$ cat src/rtl/parallel_io_bank.sv
// Memory-mapped parallel I/O bank: N_OUT output registers, N_IN synchronised input channels
// with sticky change flags. Define PIO_DEBOUNCE_EN to add the per-channel debouncer.
module parallel_io_bank #(
    parameter int unsigned        DATA_W     = 8,
    parameter int unsigned        ADDR_W     = 8,
    parameter int unsigned        N_OUT      = 2,
    parameter int unsigned        N_IN       = 2,
    parameter logic [ADDR_W-1:0]  OUT_BASE   = 8'hF8,
    parameter logic [ADDR_W-1:0]  IN_BASE    = 8'hF0,
    parameter logic [ADDR_W-1:0]  STAT_ADDR  = 8'hEF,
    parameter int unsigned        DEB_CYCLES = 4
) (
    input  logic                    clk,
    input  logic                    rst,
    input  logic                    we,
    input  logic [ADDR_W-1:0]       addr,
    input  logic [DATA_W-1:0]       wdata,
    input  logic [DATA_W-1:0]       mem_rdata,
    input  logic [N_IN*DATA_W-1:0]  din,
    output logic [DATA_W-1:0]       rdata,
    output logic [N_OUT*DATA_W-1:0] dout,
    output logic                    chg_any
);

    if (N_OUT < 1 || N_OUT > 16) begin : g_bad_n_out
        $error("parallel_io_bank: N_OUT must be 1..16");
    end
    if (N_IN < 1 || N_IN > DATA_W) begin : g_bad_n_in
        $error("parallel_io_bank: N_IN must be 1..DATA_W");
    end
    if (DEB_CYCLES < 1) begin : g_bad_deb
        $error("parallel_io_bank: DEB_CYCLES must be >= 1");
    end

    logic [N_OUT-1:0][DATA_W-1:0] dout_q, dout_d;
    logic [N_IN-1:0][DATA_W-1:0]  din_w;
    logic [N_IN-1:0][DATA_W-1:0]  sync1_q, sync2_q;
    logic [N_IN-1:0][DATA_W-1:0]  stable;
    logic [N_IN-1:0]              flag_q, flag_d, flag_set, flag_clr;

    assign din_w   = din;
    assign dout    = dout_q;
    assign chg_any = |flag_q;

    always_comb begin
        dout_d = dout_q;
        for (int unsigned k = 0; k < N_OUT; k++) begin
            if (we && (addr == OUT_BASE + ADDR_W'(k))) begin
                dout_d[k] = wdata;
            end
        end
    end

    always_ff @(posedge clk or negedge rst) begin
        if (!rst) begin
            dout_q  <= '0;
            sync1_q <= '0;
            sync2_q <= '0;
            flag_q  <= '0;
        end else begin
            dout_q  <= dout_d;
            sync1_q <= din_w;
            sync2_q <= sync1_q;
            flag_q  <= flag_d;
        end
    end

`ifdef PIO_DEBOUNCE_EN
    localparam int unsigned CNT_W = $clog2(DEB_CYCLES + 1);

    logic [N_IN-1:0][DATA_W-1:0] stable_q, stable_d;
    logic [N_IN-1:0][CNT_W-1:0]  cnt_q, cnt_d;

    always_comb begin
        stable_d = stable_q;
        cnt_d    = cnt_q;
        flag_set = '0;
        for (int unsigned k = 0; k < N_IN; k++) begin
            if (sync2_q[k] == stable_q[k]) begin
                cnt_d[k] = '0;
            end else if (cnt_q[k] == CNT_W'(DEB_CYCLES - 1)) begin
                stable_d[k] = sync2_q[k];
                cnt_d[k]    = '0;
                flag_set[k] = 1'b1;
            end else begin
                cnt_d[k] = cnt_q[k] + 1'b1;
            end
        end
    end

    always_ff @(posedge clk or negedge rst) begin
        if (!rst) begin
            stable_q <= '0;
            cnt_q    <= '0;
        end else begin
            stable_q <= stable_d;
            cnt_q    <= cnt_d;
        end
    end

    assign stable = stable_q;
`else
    // Without debounce the second sync flop is the stable value (2-edge latency); the flag
    // is raised on the same edge that loads a new value into it.
    assign stable = sync2_q;

    always_comb begin
        flag_set = '0;
        for (int unsigned k = 0; k < N_IN; k++) begin
            flag_set[k] = (sync1_q[k] != sync2_q[k]);
        end
    end
`endif

    // Set wins over a simultaneous write-1-to-clear on the same bit.
    always_comb begin
        flag_clr = '0;
        if (we && (addr == STAT_ADDR)) begin
            flag_clr = wdata[N_IN-1:0];
        end
        flag_d = (flag_q & ~flag_clr) | flag_set;
    end

    always_comb begin
        rdata = mem_rdata;
        if (addr == STAT_ADDR) begin
            rdata = DATA_W'(flag_q);
        end
        for (int unsigned k = 0; k < N_IN; k++) begin
            if (addr == IN_BASE + ADDR_W'(k)) begin
                rdata = stable[k];
            end
        end
        for (int unsigned k = 0; k < N_OUT; k++) begin
            if (addr == OUT_BASE + ADDR_W'(k)) begin
                rdata = dout_q[k];
            end
        end
    end

endmodule
$ cat config.mk
export PLATFORM = sky130hd
export DESIGN_NAME = parallel_io_bank
export DESIGN_NICKNAME = d
export VERILOG_FILES = /design/src/rtl/parallel_io_bank.sv
export SDC_FILE = /design/constraint.sdc
export NUM_CORES = 1
export LEC_CHECK = 0
export ABC_AREA = 1
export BUFFER_PORTS_ARGS = -buffer_cell sky130_fd_sc_hd__buf_4
export CORE_ASPECT_RATIO = 0.5
export CORE_MARGIN = 1.5
export CORE_UTILIZATION = 45
export CTS_BUF_LIST = sky130_fd_sc_hd__clkbuf_8
export DETAILED_ROUTE_END_ITERATION = 7
export GPL_ROUTABILITY_DRIVEN = 0
export PLACE_DENSITY = 0.8
export SLEW_MARGIN = 40
export SYNTH_ARGS = -nofsm -noshare
export SYNTH_HDL_FRONTEND = slang
export SYNTH_SLANG_ARGS = --single-unit
$ cat constraint.sdc
create_clock -name clk -period 1.1 [get_ports clk]
set_input_delay 0.055 -clock clk [delete_from_list [all_inputs] [get_ports clk]]
set_output_delay 0.055 -clock clk [all_outputs]
set_load 0.02 [all_outputs]
==> flow_summary.ini <==
[status]
status = complete, but fails checks
violations = negative setup slack

[worst_setup_path]
startpoint_type = flop
endpoint_kind = output port
cp_max_fo = 3
r2r-end = flag_q[1]
worstPathArrival_ns = 1.41
reg2reg_from = stable[12]
cp.required_ns = 1.04
crit_type = reg2out
rr_worst_depth = 5
reg2reg_slack_ns = -0.13

[route]
routedWlPerCell_um = 13.6
drtIter0Drc = 162
antenna_left = 0
route.detailed.drc = 0
vias_per_cell = 4.80
num_vias = 2171
drt_wl_total_um = 6170
drtPass1Iterations = 4

[yosys]
ys.flop_type = dfrtp_1
yosys_warnings = 0
ys_ff_latch = 50
syn_inst = 269
synth.avg_cell_area_sq_um = 8.89
ys_seq_area_frac = 0.523
netlist-cell-type-count = 26
synth_edf_count = 0
synthesis.nets = 312
ys_async_sr_fraction = 1.00
syn-cell-area_sq_mm = 0.00239

[finish]
mostFrequentLayoutCells = 77 x buf_4, 66 x nand2_1, 50 x dfrtp_1, 33 x inv_1
num_antenna_cells = 0
layout-drive-gt1-share = 0.424
syn2layout_area_growth_pct = 53.2
fin_nets = 425
final_common_cell = buf_4

[sta]
tns_ns = -2.34
fin_ws_ns = -0.362
slew_violations = 0
rsz0062_at_grt = true
finalSetupViolCount = 11
slew_headroom = 0.587
hold_violations = 0
hold_ws_ns = 0.0134
min_period_ns = 1.46
finClkSkew_ns = 0.00630
fmax_mhz = 684
period_share = 1.33
tightest_slew_ns = 0.619

[pwr]
p_sw_w = 0.00104
power_density_mw_per_mm2 = 1090
pwr-share-clk = 0.322
p_int_w = 0.00297
power_w = 0.00401
power_switching_share = 0.259
total_leakage_power_nw = 1.88
combinationalPowerShare = 0.180
ir_worst_vdd_v = 0.000588
seqPwrFrac = 0.498

[placement]
place_ws_ns = -0.232
place_hpwl_um = 4290
portBuffers = 67

[cts]
cts_buffer_depth = 2
clock-sinks = 50
clock-root-buffer = clkbuf_8
clock_latency_ns = 0.31
path_clk_slew_ns = 0.09
numCtsBuffers = 5
cts_tree = done
htree_levels = 2

[min_path]
holdPathEnd = dout[11]
whs_path_depth = 3
hp-start = wdata[3]
hold_class = in2reg

[global_routing]
grt_max_degree = 51
track_usage = 0.225
antenna_found_initial = 0
grt_pass1_vias = 2099
grt_pass1_wl_um = 9690
grt_overflow = 0

[floorplan]
die_w_um = 106
initial_core_util = 0.476
dieArea_sq_mm = 0.00579
io_pins = 68
die_h_um = 54.6
num_rows = 18
fp.coreArea_sq_mm = 0.00502

[flow_run]
max-cap-violations = 0
==> power groups by stage <==
stage                     sequential, W  combinational [W]  clock, W
after floorplan                 0.00205           0.000226         0
after global placement          0.00202           0.000559         0
after detailed placement        0.00203           0.000575         0
after CTS                       0.00199           0.000690   0.00130
after global routing            0.00201           0.000781   0.00139
final                           0.00200           0.000722   0.00129
==> kinds of logic after synthesis <==
family                    Yosys count  share of synthesized area
buffers and inverters              45                     0.0826
xor gates and xnor gates           12                     0.0439
AOI/OAI and AO/OA                  28                     0.0879
DFF                                50                      0.523
and+or+nand+nor                   134                      0.263
==> Yosys cell counts, types with 3 or more instances <==
cell type / n / area, sq um
nand2_1: 78 / 293
dfrtp_1: 50 / 1250
inv_1: 37 / 139
nor2_1: 18 / 67.6
o21ai_2: 16 / 140
xnor2_1: 12 / 105
nand3_1: 11 / 55.1
nand4_1: 10 / 62.6
o21ai_0: 6 / 30.0
or2_2: 5 / 31.3
buf_6: 3 / 33.8
nor3_1: 3 / 15.0
o21ai_1: 3 / 15.0
==> stage by stage <==
stage	cells	util	area, sq um
floorplan	269	-	2430
global placement	421	0.627	3150
detailed placement	421	0.627	3150
CTS	450	0.715	3590
global route	452	0.730	3660
finish	452	0.730	3660
==> worst max path at each step <==
| stage | from | end | slack, ns | depth (start not counted) |
|---|---|---|---|---|
| finish | stable[0] | rdata[0] | -0.36 | 8 |
| global route | stable[0] | rdata[0] | -0.41 | 8 |
| CTS | stable[0] | rdata[0] | -0.33 | 8 |
| detailed placement | addr[5] | rdata[7] | -0.23 | 10 |
| global placement | addr[5] | rdata[7] | -0.15 | 10 |
| floorplan | addr[1] | dout[5] | 0.0005 | 7 |
==> critical path: stages, from the launching register on <==
cell	delay, ns
dfrtp_1	0.35
inv_2	0.05
buf_6	0.11
o2111ai_2	0.16
nand2_1	0.09
nand2_1	0.10
nand2_1	0.07
nand2_2	0.06
buf_6	0.11
==> cell type report <==
cell class | count | area [sq um]
Sequential cell | 50 | 1250
Multi-Input combinational cell | 174 | 1100
Tap cell | 70 | 87.6
Fill cell | 341 | 1360
Clock inverter | 2 | 38.8
Timing Repair Buffer | 113 | 980
Clock buffer | 5 | 68.8
Inverter | 38 | 143
==> registers in the layout, indices dropped and copies added (netlist names) <==
signal and cells:
dout 16, sync1_q 16, stable 16, flag_q 2
==> what timing repair did <==
| action | in CTS | in global routing |
|---|---|---|
| gates resized for setup | 37 | 11 |
| setup endpoints to repair | 11 | 11 |
| gates cloned | 0 | 0 |
| hold buffers | 17 | 0 |
| hold endpoints to repair | 66 | 0 |
| setup buffers | 5 | 3 |
| pin swaps | 35 | 17 |
==> routing by layer <==
metal	up-vias	global-route usage	wire (um)
li1	1068	-	-
met1	1026	0.270	2700
met2	63	0.406	3090
met3	14	0.0512	260
met4	0	0.0968	122
met5	-	0	0
No activity file was read; power rests on OpenSTA's default activity.
